<file path="src/rtl/vu_bar_renderer.sv">
// Vertical VU bar pixel source: level -> bar height with peak-hold marker, RGB 3/3/2 out.
// Level and peak state only change on frame_start so a frame is always drawn from one snapshot.
module vu_bar_renderer #(
    parameter int H_ACTIVE    = 640,
    parameter int V_ACTIVE    = 480,
    parameter int C_SIZE      = 9,
    parameter int LVL_W       = 8,
    parameter int SCALE_SHIFT = 1,
    parameter int BAR_X0      = 288,
    parameter int BAR_W       = 64,
    parameter int YEL_ROW     = 320,
    parameter int RED_ROW     = 420,
    parameter int PEAK_THICK  = 4,
    parameter int HOLD_FRAMES = 30,
    parameter int DECAY       = 4
) (
    input  logic             pixel_clock,
    input  logic             reset,
    input  logic [LVL_W-1:0] level,
    input  logic             level_valid,
    input  logic [C_SIZE:0]  h_pos,
    input  logic [C_SIZE:0]  v_pos,
    input  logic             active,
    input  logic             frame_start,
    output logic [2:0]       red,
    output logic [2:0]       green,
    output logic [1:0]       blue
);

    localparam int PW  = C_SIZE + 1;
    localparam int HCW = $clog2(HOLD_FRAMES + 1);

    localparam logic [7:0] COL_BLACK  = 8'b000_000_00;
    localparam logic [7:0] COL_WHITE  = 8'b111_111_11;
    localparam logic [7:0] COL_GREEN  = 8'b000_111_00;
    localparam logic [7:0] COL_YELLOW = 8'b111_111_00;
    localparam logic [7:0] COL_RED    = 8'b111_000_00;

    // Scaled level, clipped to the screen height; computed wide so large levels never wrap.
    function automatic logic [PW-1:0] sat_height(input logic [LVL_W-1:0] lvl);
        logic [31:0] scaled;
        scaled = 32'(lvl) << SCALE_SHIFT;
        if (scaled >= 32'(V_ACTIVE)) return PW'(V_ACTIVE);
        return PW'(scaled);
    endfunction

    // One decay step: drop by DECAY, but never below zero nor below the current bar.
    function automatic logic [PW-1:0] decay_peak(input logic [PW-1:0] peak,
                                                 input logic [PW-1:0] floor_h);
        if ({1'b0, peak} > ({1'b0, floor_h} + (PW+1)'(DECAY))) return peak - PW'(DECAY);
        return floor_h;
    endfunction

    logic [LVL_W-1:0] shadow;
    logic [PW-1:0]    bar_h;
    logic [PW-1:0]    peak_h;
    logic [HCW-1:0]   hold_cnt;
    logic [PW-1:0]    new_h;

    logic [PW-1:0]    row;
    logic [PW-1:0]    peak_lo;
    logic             in_range;
    logic             in_col;
    logic [7:0]       rgb_p0;
    logic [7:0]       rgb_p1;

    always_comb begin
        new_h    = sat_height(shadow);
        row      = PW'(V_ACTIVE - 1) - v_pos;
        in_range = (h_pos < PW'(H_ACTIVE)) && (v_pos < PW'(V_ACTIVE));
        in_col   = (h_pos >= PW'(BAR_X0)) && (h_pos < PW'(BAR_X0 + BAR_W));
        peak_lo  = (peak_h > PW'(PEAK_THICK)) ? peak_h - PW'(PEAK_THICK) : '0;
        rgb_p0   = COL_BLACK;
        if (active && in_range && in_col) begin
            if ((peak_h != '0) && (row >= peak_lo) && (row < peak_h)) begin
                rgb_p0 = COL_WHITE;
            end else if (row < bar_h) begin
                if (row < PW'(YEL_ROW))      rgb_p0 = COL_GREEN;
                else if (row < PW'(RED_ROW)) rgb_p0 = COL_YELLOW;
                else                         rgb_p0 = COL_RED;
            end
        end
    end

    // p0 -> p1: frame-rate state update and registered pixel colour
    always_ff @(posedge pixel_clock) begin
        if (reset) begin
            shadow   <= '0;
            bar_h    <= '0;
            peak_h   <= '0;
            hold_cnt <= '0;
            rgb_p1   <= COL_BLACK;
        end else begin
            rgb_p1 <= rgb_p0;
            if (level_valid) shadow <= level;
            if (frame_start) begin
                bar_h <= new_h;
                if (new_h >= peak_h) begin
                    peak_h   <= new_h;
                    hold_cnt <= HCW'(HOLD_FRAMES);
                end else if (hold_cnt != '0) begin
                    hold_cnt <= hold_cnt - 1'b1;
                end else begin
                    peak_h <= decay_peak(peak_h, new_h);
                end
            end
        end
    end

    assign red   = rgb_p1[7:5];
    assign green = rgb_p1[4:2];
    assign blue  = rgb_p1[1:0];

endmodule

</file>
<file path="config.mk">
export PLATFORM = sky130hd
export DESIGN_NAME = vu_bar_renderer
export DESIGN_NICKNAME = d
export VERILOG_FILES = /design/src/rtl/vu_bar_renderer.sv
export SDC_FILE = /design/constraint.sdc
export NUM_CORES = 1
export LEC_CHECK = 0
export CORE_MARGIN = 1
export CORE_UTILIZATION = 35
export CTS_CLUSTER_SIZE = 12
export DETAILED_ROUTE_END_ITERATION = 6
export PLACE_DENSITY_LB_ADDON = 0.1
export SLEW_MARGIN = 20
export SYNTH_ARGS = -nofsm -noshare
export SYNTH_HDL_FRONTEND = slang
export SYNTH_SLANG_ARGS = --single-unit
</file>
<file path="constraint.sdc">
create_clock -name pixel_clock -period 5.31 [get_ports pixel_clock]
set_input_delay 1.062 -clock pixel_clock [delete_from_list [all_inputs] [get_ports pixel_clock]]
set_output_delay 1.062 -clock pixel_clock [all_outputs]
set_load 0.03 [all_outputs]
</file>
==> impl_metrics.env, run 1 <==
export IMPL_reg2reg_from="shadow[4]$_SDFFE_PP0P_"
export IMPL_maxCapViolations=0
export IMPL_end_kind="flop"
export IMPL_gp_congestion=0.829
export IMPL_finalSetupTns_ns=0
export IMPL_num_vias=2329
export IMPL_die_area_sq_um=8330
export IMPL_synth_distinct_cells=52
export IMPL_nFillCells=797
export IMPL_syn_avg_cell_area_sq_um=8.37
export IMPL_cts_root_buffer_cell="clkbuf_8"
export IMPL_synth_seq_cells=33
export IMPL_max_freq_mhz=286
export IMPL_crit_cells=12
export IMPL_clock_sinks=33
export IMPL_setup_ws_ns=1.82
export IMPL_path_buf_inv=2
export IMPL_slew_headroom=0.443
export IMPL_critPathArrivalTime_ns=3.68
export IMPL_crit_path_end="rgb_p1[6]$_SDFF_PP0_"
export IMPL_core_sq_um=7730
export IMPL_path_cells="clkdlybuf4s50_1 > ha_1 > xor2_1 > inv_1 > ha_1 > nand2_1 > nor2_1 > a211oi_1 > o21ai_0 > a31oi_1 > a311oi_2 > a31o_2"
export IMPL_synthFlopType="dfxtp_1"
export IMPL_hold_violations=0
export IMPL_hold_class="flop to flop"
export IMPL_cp_common_cell="ha_1"
export IMPL_r2r_end="peak_h[4]$_SDFFE_PP0P_"
export IMPL_yosysWarnings=0
export IMPL_synth_async_sr_flop_share=0
export IMPL_grt_first_pass_wirelength_microns=11300
export IMPL_die_w_microns=91.2
export IMPL_postRouteAntennaNets=0
export IMPL_hpwl_microns=5190
export IMPL_avgRoutedWirePerCell_microns=14.3
export IMPL_postLayoutCellArea_sq_um=3260
export IMPL_setup_viol=0
export IMPL_post_cts_resized=0
export IMPL_crit_slowest_cell="clkdlybuf4s50_1"
export IMPL_htree_levels=2
export IMPL_clk_path_buf_depth=2
export IMPL_antenna_found_initial=0
export IMPL_report_final_slew_viol_count=0
export IMPL_r2r_slack_ns=1.84
export IMPL_r2r_cells=13
export IMPL_track_usage=0.169
export IMPL_route_detailed_drc=0
export IMPL_finalCritPeriodShare=0.658
export IMPL_syn_nets=414
export IMPL_place_worst_setup_slack_ns=1.54
export IMPL_wirelength_microns=6610
export IMPL_critPathKind="input port to flop"
export IMPL_nNetsFinal=439
export IMPL_syn_to_final_growth_pct=16.8
export IMPL_status="finished clean"
export IMPL_min_period_ns=3.49
export IMPL_clk_latency_ns=0.28
export IMPL_cts_tree="yes"
export IMPL_dpl_cell_area_sq_um=3170
export IMPL_die_y_microns=91.2
export IMPL_rows=32
export IMPL_num_antenna_cells=0
export IMPL_start_util=0.361
export IMPL_synth_edf_count=0
export IMPL_portBuffers=34
export IMPL_drive_gt1_frac=0.0557
export IMPL_pin_count=41
export IMPL_worst_slew_pin_slew_ns=0.833
export IMPL_max_vdd_ir_drop_v=0.000118
export IMPL_path_clk_slew_ns=0.07
export IMPL_stdcell_count=461
export IMPL_crit_path_max_incr_delay_ns=0.64
export IMPL_dpl_cell_count=453
export IMPL_first_pass_iters=4
export IMPL_cts_setup_buffers=0
export IMPL_netlist_instances=333
export IMPL_grt_pass1_vias=2265
export IMPL_grt_overflow=0
export IMPL_startpoint="v_pos[5]"
export IMPL_critPathLaunchType="input port"
export IMPL_drt_iter0_markers=83
export IMPL_skew_ns=0.00610
export IMPL_grt_max_degree=33
export IMPL_ys_seq_area_frac=0.237
export IMPL_vias_per_cell=5.05
export IMPL_fin_worst_hold_slack_ns=0.468
export IMPL_cts_buffers=5
export IMPL_crit_family="compound AO/OA/AOI/OAI gates"
export IMPL_rsz0062_at_grt="false"
export IMPL_hold_buffers=0
export IMPL_power_density_nw_per_um2=267
export IMPL_cp_max_fo=7
export IMPL_synth_area_sq_um=2790
export IMPL_p_leak_nw=1.38
export IMPL_required_ns=5.49
==> flip-flops by register name, summed over array words and instances, names as in the netlist <==
signal and count:
shadow 8, hold_cnt 5, rgb_p1 3, bar_h 8, peak_h 9
==> layout make-up <==
| type | count | area [sq um] | share of cell area |
|---|---|---|---|
| clock inverter | 2 | 10.0 | 0.00307 |
| tap | 102 | 128 | 0.0392 |
| sequential | 33 | 661 | 0.203 |
| clock buffer | 6 | 72.6 | 0.0223 |
| timing repair buffer | 35 | 348 | 0.107 |
| inverter | 30 | 113 | 0.0346 |
| multi-input combinational | 253 | 1920 | 0.591 |
==> worst min path at each step <==
stage / startpoint / to / slack, ns / cells past startpoint
after floorplan: bar_h[1]$_SDFFE_PP0P_ / bar_h[1]$_SDFFE_PP0P_ / 0.45 / 2
after global routing: bar_h[1]$_SDFFE_PP0P_ / bar_h[1]$_SDFFE_PP0P_ / 0.49 / 2
after CTS: bar_h[1]$_SDFFE_PP0P_ / bar_h[1]$_SDFFE_PP0P_ / 0.47 / 2
after global placement: bar_h[3]$_SDFFE_PP0P_ / bar_h[3]$_SDFFE_PP0P_ / 0.46 / 2
after detailed placement: bar_h[1]$_SDFFE_PP0P_ / bar_h[1]$_SDFFE_PP0P_ / 0.46 / 2
final: bar_h[1]$_SDFFE_PP0P_ / bar_h[1]$_SDFFE_PP0P_ / 0.47 / 2
==> cell usage after synthesis, types with 6 or more instances <==
master | count | area, sq um
ha_1 | 48 | 601
dfxtp_1 | 33 | 661
nor2_1 | 31 | 116
inv_1 | 30 | 113
nand2_1 | 24 | 90.1
a21oi_1 | 20 | 100
mux2i_1 | 17 | 170
clkbuf_1 | 11 | 41.3
o21ai_0 | 10 | 50.1
nand3_1 | 9 | 45.0
o21a_1 | 9 | 67.6
a21o_1 | 6 | 45.0
nand2b_1 | 6 | 37.5
xor2_1 | 6 | 52.6
==> placed cells by master (no fill, tap or decap), types with 6 or more instances in the layout <==
master and n:
nor2_1 31, mux2i_1 17, a21o_1 6, nand2_1 24, dfxtp_1 33, xor2_1 6, clkdlybuf4s50_1 34, ha_1 48
o21a_1 9, inv_1 30, nand2b_1 6, a21oi_1 20, o21ai_0 10, nand3_1 9
==> layer usage <==
layer / wire (microns) / track usage
met3: 176 / 0.0260
met1: 3450 / 0.236
met2: 2900 / 0.270
met5: 0 / 0
met4: 81 / 0.0476
==> where the power goes <==
group / total, mW / internal (mW) / switching (mW) / leakage [nW]
clock: 0.184 / 0.0908 / 0.0928 / 0.0450
sequential: 0.290 / 0.267 / 0.0232 / 0.270
combinational: 0.397 / 0.171 / 0.225 / 1.07
total: 0.871 / 0.529 / 0.341 / 1.38
==> tightest hold or removal path: stages, from the launching register on <==
cell      delay, ns
dfxtp_1        0.31
nand2b_1       0.06
a21oi_1        0.05
==> cell families after synthesis <==
family          after synthesis  synth area share
buf+inv                      47            0.0727
mux                          18            0.0651
fa+ha+maj                    48             0.215
flops                        33             0.237
compound gates               78             0.207
simple gates                 98             0.170
other cells                   1           0.00135
xor+xnor                     10            0.0314
==> per-stage QoR <==
step           utilization  total power [mW]
3_5_place_dp         0.411             0.693
4_1_cts              0.421             0.884
3_3_place_gp         0.411             0.688
5_1_grt              0.421             0.951
2_1_floorplan            -             0.587
6_report             0.421             0.871
Power figures use the tool's default switching activity.
==> run 2, diff against run 1 <==
- clock period: 5.31 -> 3.55 ns (I/O delays scaled with it)
==> impl_metrics.env, run 2 (same netlist as run 1, synthesis figures left out) <==
export IMPL_rsz0062_at_grt="false"
export IMPL_core_sq_um=7730
export IMPL_num_vias=2402
export IMPL_finalCritPeriodShare=0.897
export IMPL_status="finished clean"
export IMPL_min_period_ns=3.18
export IMPL_track_usage=0.179
export IMPL_vias_per_cell=5.11
export IMPL_largest_reg_flops=9
export IMPL_stdcell_count=470
export IMPL_internal_power_uw=807
export IMPL_start_util=0.361
export IMPL_maxCapViolations=0
export IMPL_clock_sinks=33
export IMPL_final_common_cell="ha_1"
export IMPL_die_y_microns=91.2
export IMPL_critPathKind="flop to flop"
export IMPL_nFillCells=790
export IMPL_report_final_slew_viol_count=0
export IMPL_dpl_cell_count=464
export IMPL_power_density_nw_per_um2=395
export IMPL_first_pass_iters=4
export IMPL_worst_slew_pin_slew_ns=0.711
export IMPL_route_detailed_drc=0
export IMPL_postLayoutCellArea_sq_um=3340
export IMPL_avgRoutedWirePerCell_microns=14.6
export IMPL_slew_headroom=0.520
export IMPL_grt_pass1_vias=2444
export IMPL_grt_first_pass_wirelength_microns=11900
export IMPL_critPathLaunchType="flop"
export IMPL_wirelength_microns=6850
export IMPL_hold_violations=0
export IMPL_cts_root_buffer_cell="clkbuf_8"
export IMPL_crit_path_max_incr_delay_ns=0.35
export IMPL_grt_overflow=0
export IMPL_rows=32
export IMPL_finalPower_mw=1.32
export IMPL_utilization=0.432
export IMPL_swShare=0.389
export IMPL_p_sw_uw=513
export IMPL_syn_to_final_growth_pct=19.9
export IMPL_cp_max_fo=10
export IMPL_regMostFlops="peak_h"
export IMPL_pin_count=41
export IMPL_drt_iter0_markers=92
export IMPL_postRouteAntennaNets=0
export IMPL_max_vdd_ir_drop_v=0.000160
export IMPL_hold_class="flop to flop"
export IMPL_cts_buffers=5
export IMPL_final_cell_mix="ha_1 (48), clkdlybuf4s50_1 (34), dfxtp_1 (33)"
export IMPL_path_cells="and3_1 > nand2_1 > and2_1 > ha_1 > nand3_1 > xor2_1 > ha_1 > nand2_1 > a21oi_1 > a221o_1 > o311ai_4 > buf_12 > or3_1 > a31oi_1"
export IMPL_portBuffers=34
export IMPL_finalSetupTns_ns=0
export IMPL_nNetsFinal=450
export IMPL_htree_levels=2
export IMPL_clk_path_buf_depth=2
export IMPL_required_ns=3.76
export IMPL_cts_tree="yes"
export IMPL_drive_gt1_frac=0.0815
export IMPL_p_leak_nw=1.44
export IMPL_setup_viol=0
export IMPL_reg_top3="peak_h x9, bar_h x8, shadow x8"
export IMPL_num_antenna_cells=0
export IMPL_die_area_sq_um=8330
export IMPL_path_buf_inv=1
export IMPL_gp_congestion=0.790
export IMPL_hpwl_microns=5420
export IMPL_grt_max_degree=32
export IMPL_antenna_found_initial=0
export IMPL_crit_slowest_cell="or3_1"
export IMPL_pwr_share_seq=0.326
export IMPL_max_freq_mhz=314
export IMPL_post_cts_resized=0
export IMPL_pwr_share_clk=0.201
export IMPL_hold_buffers=0
export IMPL_power_frac_comb=0.473
export IMPL_critPathArrivalTime_ns=3.39
export IMPL_crit_family="simple AND/OR/NAND/NOR gates"
export IMPL_dpl_cell_area_sq_um=3270
export IMPL_die_w_microns=91.2
export IMPL_end_kind="flop"
export IMPL_path_clk_slew_ns=0.07
export IMPL_clk_latency_ns=0.29
export IMPL_skew_ns=0.00741
export IMPL_cts_setup_buffers=0
## run 2: path summary, 6_finish.rpt
check                                 to  cells past startpoint                    from  slack (ns)
setup / recovery  peak_h[2]$_SDFFE_PP0P_                     14  shadow[4]$_SDFFE_PP0P_        0.37
hold / removal     bar_h[3]$_SDFFE_PP0P_                      2   bar_h[3]$_SDFFE_PP0P_        0.47
setup reg to reg  peak_h[2]$_SDFFE_PP0P_                     14  shadow[4]$_SDFFE_PP0P_        0.37
hold reg to reg    bar_h[3]$_SDFFE_PP0P_                      2   bar_h[3]$_SDFFE_PP0P_        0.47
## run 2: worst reg2reg max path, stage by stage (launching register included)
cell and delay [ns]:
dfxtp_1 0.31, and3_1 0.19, nand2_1 0.14, and2_1 0.26, ha_1 0.26, nand3_1 0.11, xor2_1 0.15, ha_1 0.29
nand2_1 0.10, a21oi_1 0.15, a221o_1 0.20, o311ai_4 0.20, buf_12 0.20, or3_1 0.35, a31oi_1 0.19
## run 2: power groups by stage
stage / registers [mW] / logic (mW) / clock network, mW
floorplan: 0.430 / 0.449 / 0
global placement: 0.438 / 0.617 / 0
detailed placement: 0.438 / 0.626 / 0
CTS: 0.429 / 0.631 / 0.278
global route: 0.435 / 0.715 / 0.295
finish: 0.430 / 0.625 / 0.266
## run 2: stage by stage
step                      worst slack, ns  hold slack, ns
after floorplan                     0.500           0.448
after global placement              0.348           0.465
after detailed placement            0.325           0.463
after CTS                           0.366           0.475
after global routing                0.130           0.505
final                               0.366           0.472
## run 2: final cells by class
class / instances / area [sq um] / area share
Clock buffer: 5 / 68.8 / 0.0206
Clock inverter: 1 / 5.00 / 0.00150
Inverter: 30 / 113 / 0.0337
Multi-Input combinational cell: 253 / 1920 / 0.576
Sequential cell: 33 / 661 / 0.198
Tap cell: 102 / 128 / 0.0382
Timing Repair Buffer: 46 / 443 / 0.133
## run 2: routing by layer
metal  track usage  wire (microns)  vias to the layer above
met5             0               0                        -
met4        0.0569             112                        0
met3        0.0260             215                        8
met2         0.292            3030                       39
met1         0.243            3500                     1103
li1              -               -                     1252
==> run 3, diff against run 2 <==
- REMOVE_ABC_BUFFERS: unset -> 1
==> impl_metrics.env, run 3 (same netlist as run 1, synthesis figures left out) <==
export IMPL_track_usage=0.179
export IMPL_power_frac_comb=0.467
export IMPL_critPathArrivalTime_ns=3.39
export IMPL_setup_ws_ns=0.332
export IMPL_clk_path_buf_depth=2
export IMPL_cts_tree="yes"
export IMPL_swShare=0.393
export IMPL_die_y_microns=91.2
export IMPL_pwr_share_seq=0.321
export IMPL_start_util=0.361
export IMPL_reg_top3="peak_h x9, bar_h x8, shadow x8"
export IMPL_die_w_microns=91.2
export IMPL_grt_first_pass_wirelength_microns=12000
export IMPL_nNetsFinal=449
export IMPL_htree_levels=2
export IMPL_grt_pass1_vias=2429
export IMPL_cp_max_fo=10
export IMPL_grt_overflow=0
export IMPL_drt_iter0_markers=97
export IMPL_status="finished clean"
export IMPL_core_sq_um=7730
export IMPL_antenna_found_initial=0
export IMPL_internal_power_uw=812
export IMPL_max_vdd_ir_drop_v=0.000158
export IMPL_crit_slowest_cell="a221o_1"
export IMPL_critPathLaunchType="flop"
export IMPL_final_cell_mix="ha_1 (48), clkdlybuf4s50_1 (34), dfxtp_1 (33)"
export IMPL_clock_sinks=33
export IMPL_p_sw_uw=525
export IMPL_hold_violations=0
export IMPL_critPathKind="flop to flop"
export IMPL_cts_root_buffer_cell="clkbuf_8"
export IMPL_post_cts_resized=0
export IMPL_pwr_share_clk=0.212
export IMPL_clk_latency_ns=0.29
export IMPL_hold_buffers=0
export IMPL_hold_class="flop to flop"
export IMPL_postLayoutCellArea_sq_um=3340
export IMPL_finalCritPeriodShare=0.906
export IMPL_wirelength_microns=6910
export IMPL_regMostFlops="peak_h"
export IMPL_worst_slew_pin_slew_ns=0.742
export IMPL_cts_setup_buffers=0
export IMPL_met1_usage=0.240
export IMPL_cts_buffers=5
export IMPL_setup_viol=0
export IMPL_p_leak_nw=1.44
export IMPL_first_pass_iters=4
export IMPL_route_detailed_drc=0
export IMPL_met3_usage=0.0251
export IMPL_max_freq_mhz=311
export IMPL_num_vias=2417
export IMPL_crit_family="compound AO/OA/AOI/OAI gates"
export IMPL_dpl_cell_area_sq_um=3260
export IMPL_hpwl_microns=5540
export IMPL_final_common_cell="ha_1"
export IMPL_path_clk_slew_ns=0.08
export IMPL_pin_count=41
export IMPL_min_period_ns=3.22
export IMPL_power_density_nw_per_um2=400
export IMPL_avgRoutedWirePerCell_microns=14.7
export IMPL_rsz0062_at_grt="false"
export IMPL_grt_use_met2=0.301
export IMPL_cp_common_cell="ha_1"
export IMPL_largest_reg_flops=9
export IMPL_place_worst_setup_slack_ns=0.311
export IMPL_grt_max_degree=32
export IMPL_path_cells="and3_1 > nand2_1 > and2_1 > ha_1 > nand3_1 > xor2_1 > ha_1 > a21oi_1 > o211ai_1 > a221o_1 > o311ai_4 > buf_12 > nor2_1 > o31a_1"
export IMPL_die_area_sq_um=8330
export IMPL_syn_to_final_growth_pct=19.9
export IMPL_report_final_slew_viol_count=0
export IMPL_gp_congestion=0.810
export IMPL_end_kind="flop"
export IMPL_skew_ns=0.00805
export IMPL_grt_busiest_layer="met2"
export IMPL_slew_headroom=0.498
export IMPL_maxCapViolations=0
export IMPL_drive_gt1_frac=0.0813
export IMPL_num_antenna_cells=0
export IMPL_rows=32
export IMPL_portBuffers=34
export IMPL_required_ns=3.73
export IMPL_crit_path_max_incr_delay_ns=0.34
export IMPL_postRouteAntennaNets=0
export IMPL_vias_per_cell=5.13
export IMPL_path_buf_inv=1
export IMPL_finalSetupTns_ns=0
run 3: changes by cell type in the layout (fill, tap and decap cells not counted), sizes merged:
cell,change
clkinv,+1
buf,-1
clkbuf,+1
run 3: worst register-to-register path, cell delays in order, from the launching register on:
cell and delay [ns]:
dfxtp_1 0.31, and3_1 0.18, nand2_1 0.13, and2_1 0.27
ha_1 0.28, nand3_1 0.11, xor2_1 0.15, ha_1 0.29
a21oi_1 0.20, o211ai_1 0.13, a221o_1 0.34, o311ai_4 0.18
buf_12 0.20, nor2_1 0.05, o31a_1 0.27
run 3: layout make-up:
class / instances / area [sq um]
clock buffer: 6 / 72.6
clock inverter: 2 / 10.0
fill: 785 / 4380
inverter: 30 / 113
multi-input combinational: 253 / 1920
sequential: 33 / 661
tap: 102 / 128
timing repair buffer: 45 / 435
run 3: per-layer routing:
metal	routed length, microns	up-vias
li1	-	1256
met1	3450	1112
met2	3160	43
met3	216	6
met4	80	0
met5	0	-
run 3: worst paths after layout:
| check | start | to | slack [ns] | depth (start not counted) |
|---|---|---|---|---|
| max | shadow[4]$_SDFFE_PP0P_ | peak_h[3]$_SDFFE_PP0P_ | 0.33 | 14 |
| min reg2reg | bar_h[3]$_SDFFE_PP0P_ | bar_h[3]$_SDFFE_PP0P_ | 0.47 | 2 |
| min | bar_h[3]$_SDFFE_PP0P_ | bar_h[3]$_SDFFE_PP0P_ | 0.47 | 2 |
| max reg2reg | shadow[4]$_SDFFE_PP0P_ | peak_h[3]$_SDFFE_PP0P_ | 0.33 | 14 |
run 3: metrics by stage:
stage               cells  power [mW]  utilization  hold WS [ns]
floorplan             316       0.865            -         0.441
global placement      463        1.05        0.422         0.464
detailed placement    463        1.06        0.422         0.464
CTS                   471        1.35        0.433         0.475
global route          471        1.46        0.433         0.489
finish                471        1.34        0.433         0.473
run 3: power by group through the flow:
stage | clock (mW) | sequential [mW] | combinational [mW]
after detailed placement | 0 | 0.438 | 0.626
after floorplan | 0 | 0.431 | 0.433
after global placement | 0 | 0.437 | 0.616
after CTS | 0.295 | 0.429 | 0.631
final | 0.284 | 0.429 | 0.625
after global routing | 0.308 | 0.434 | 0.716
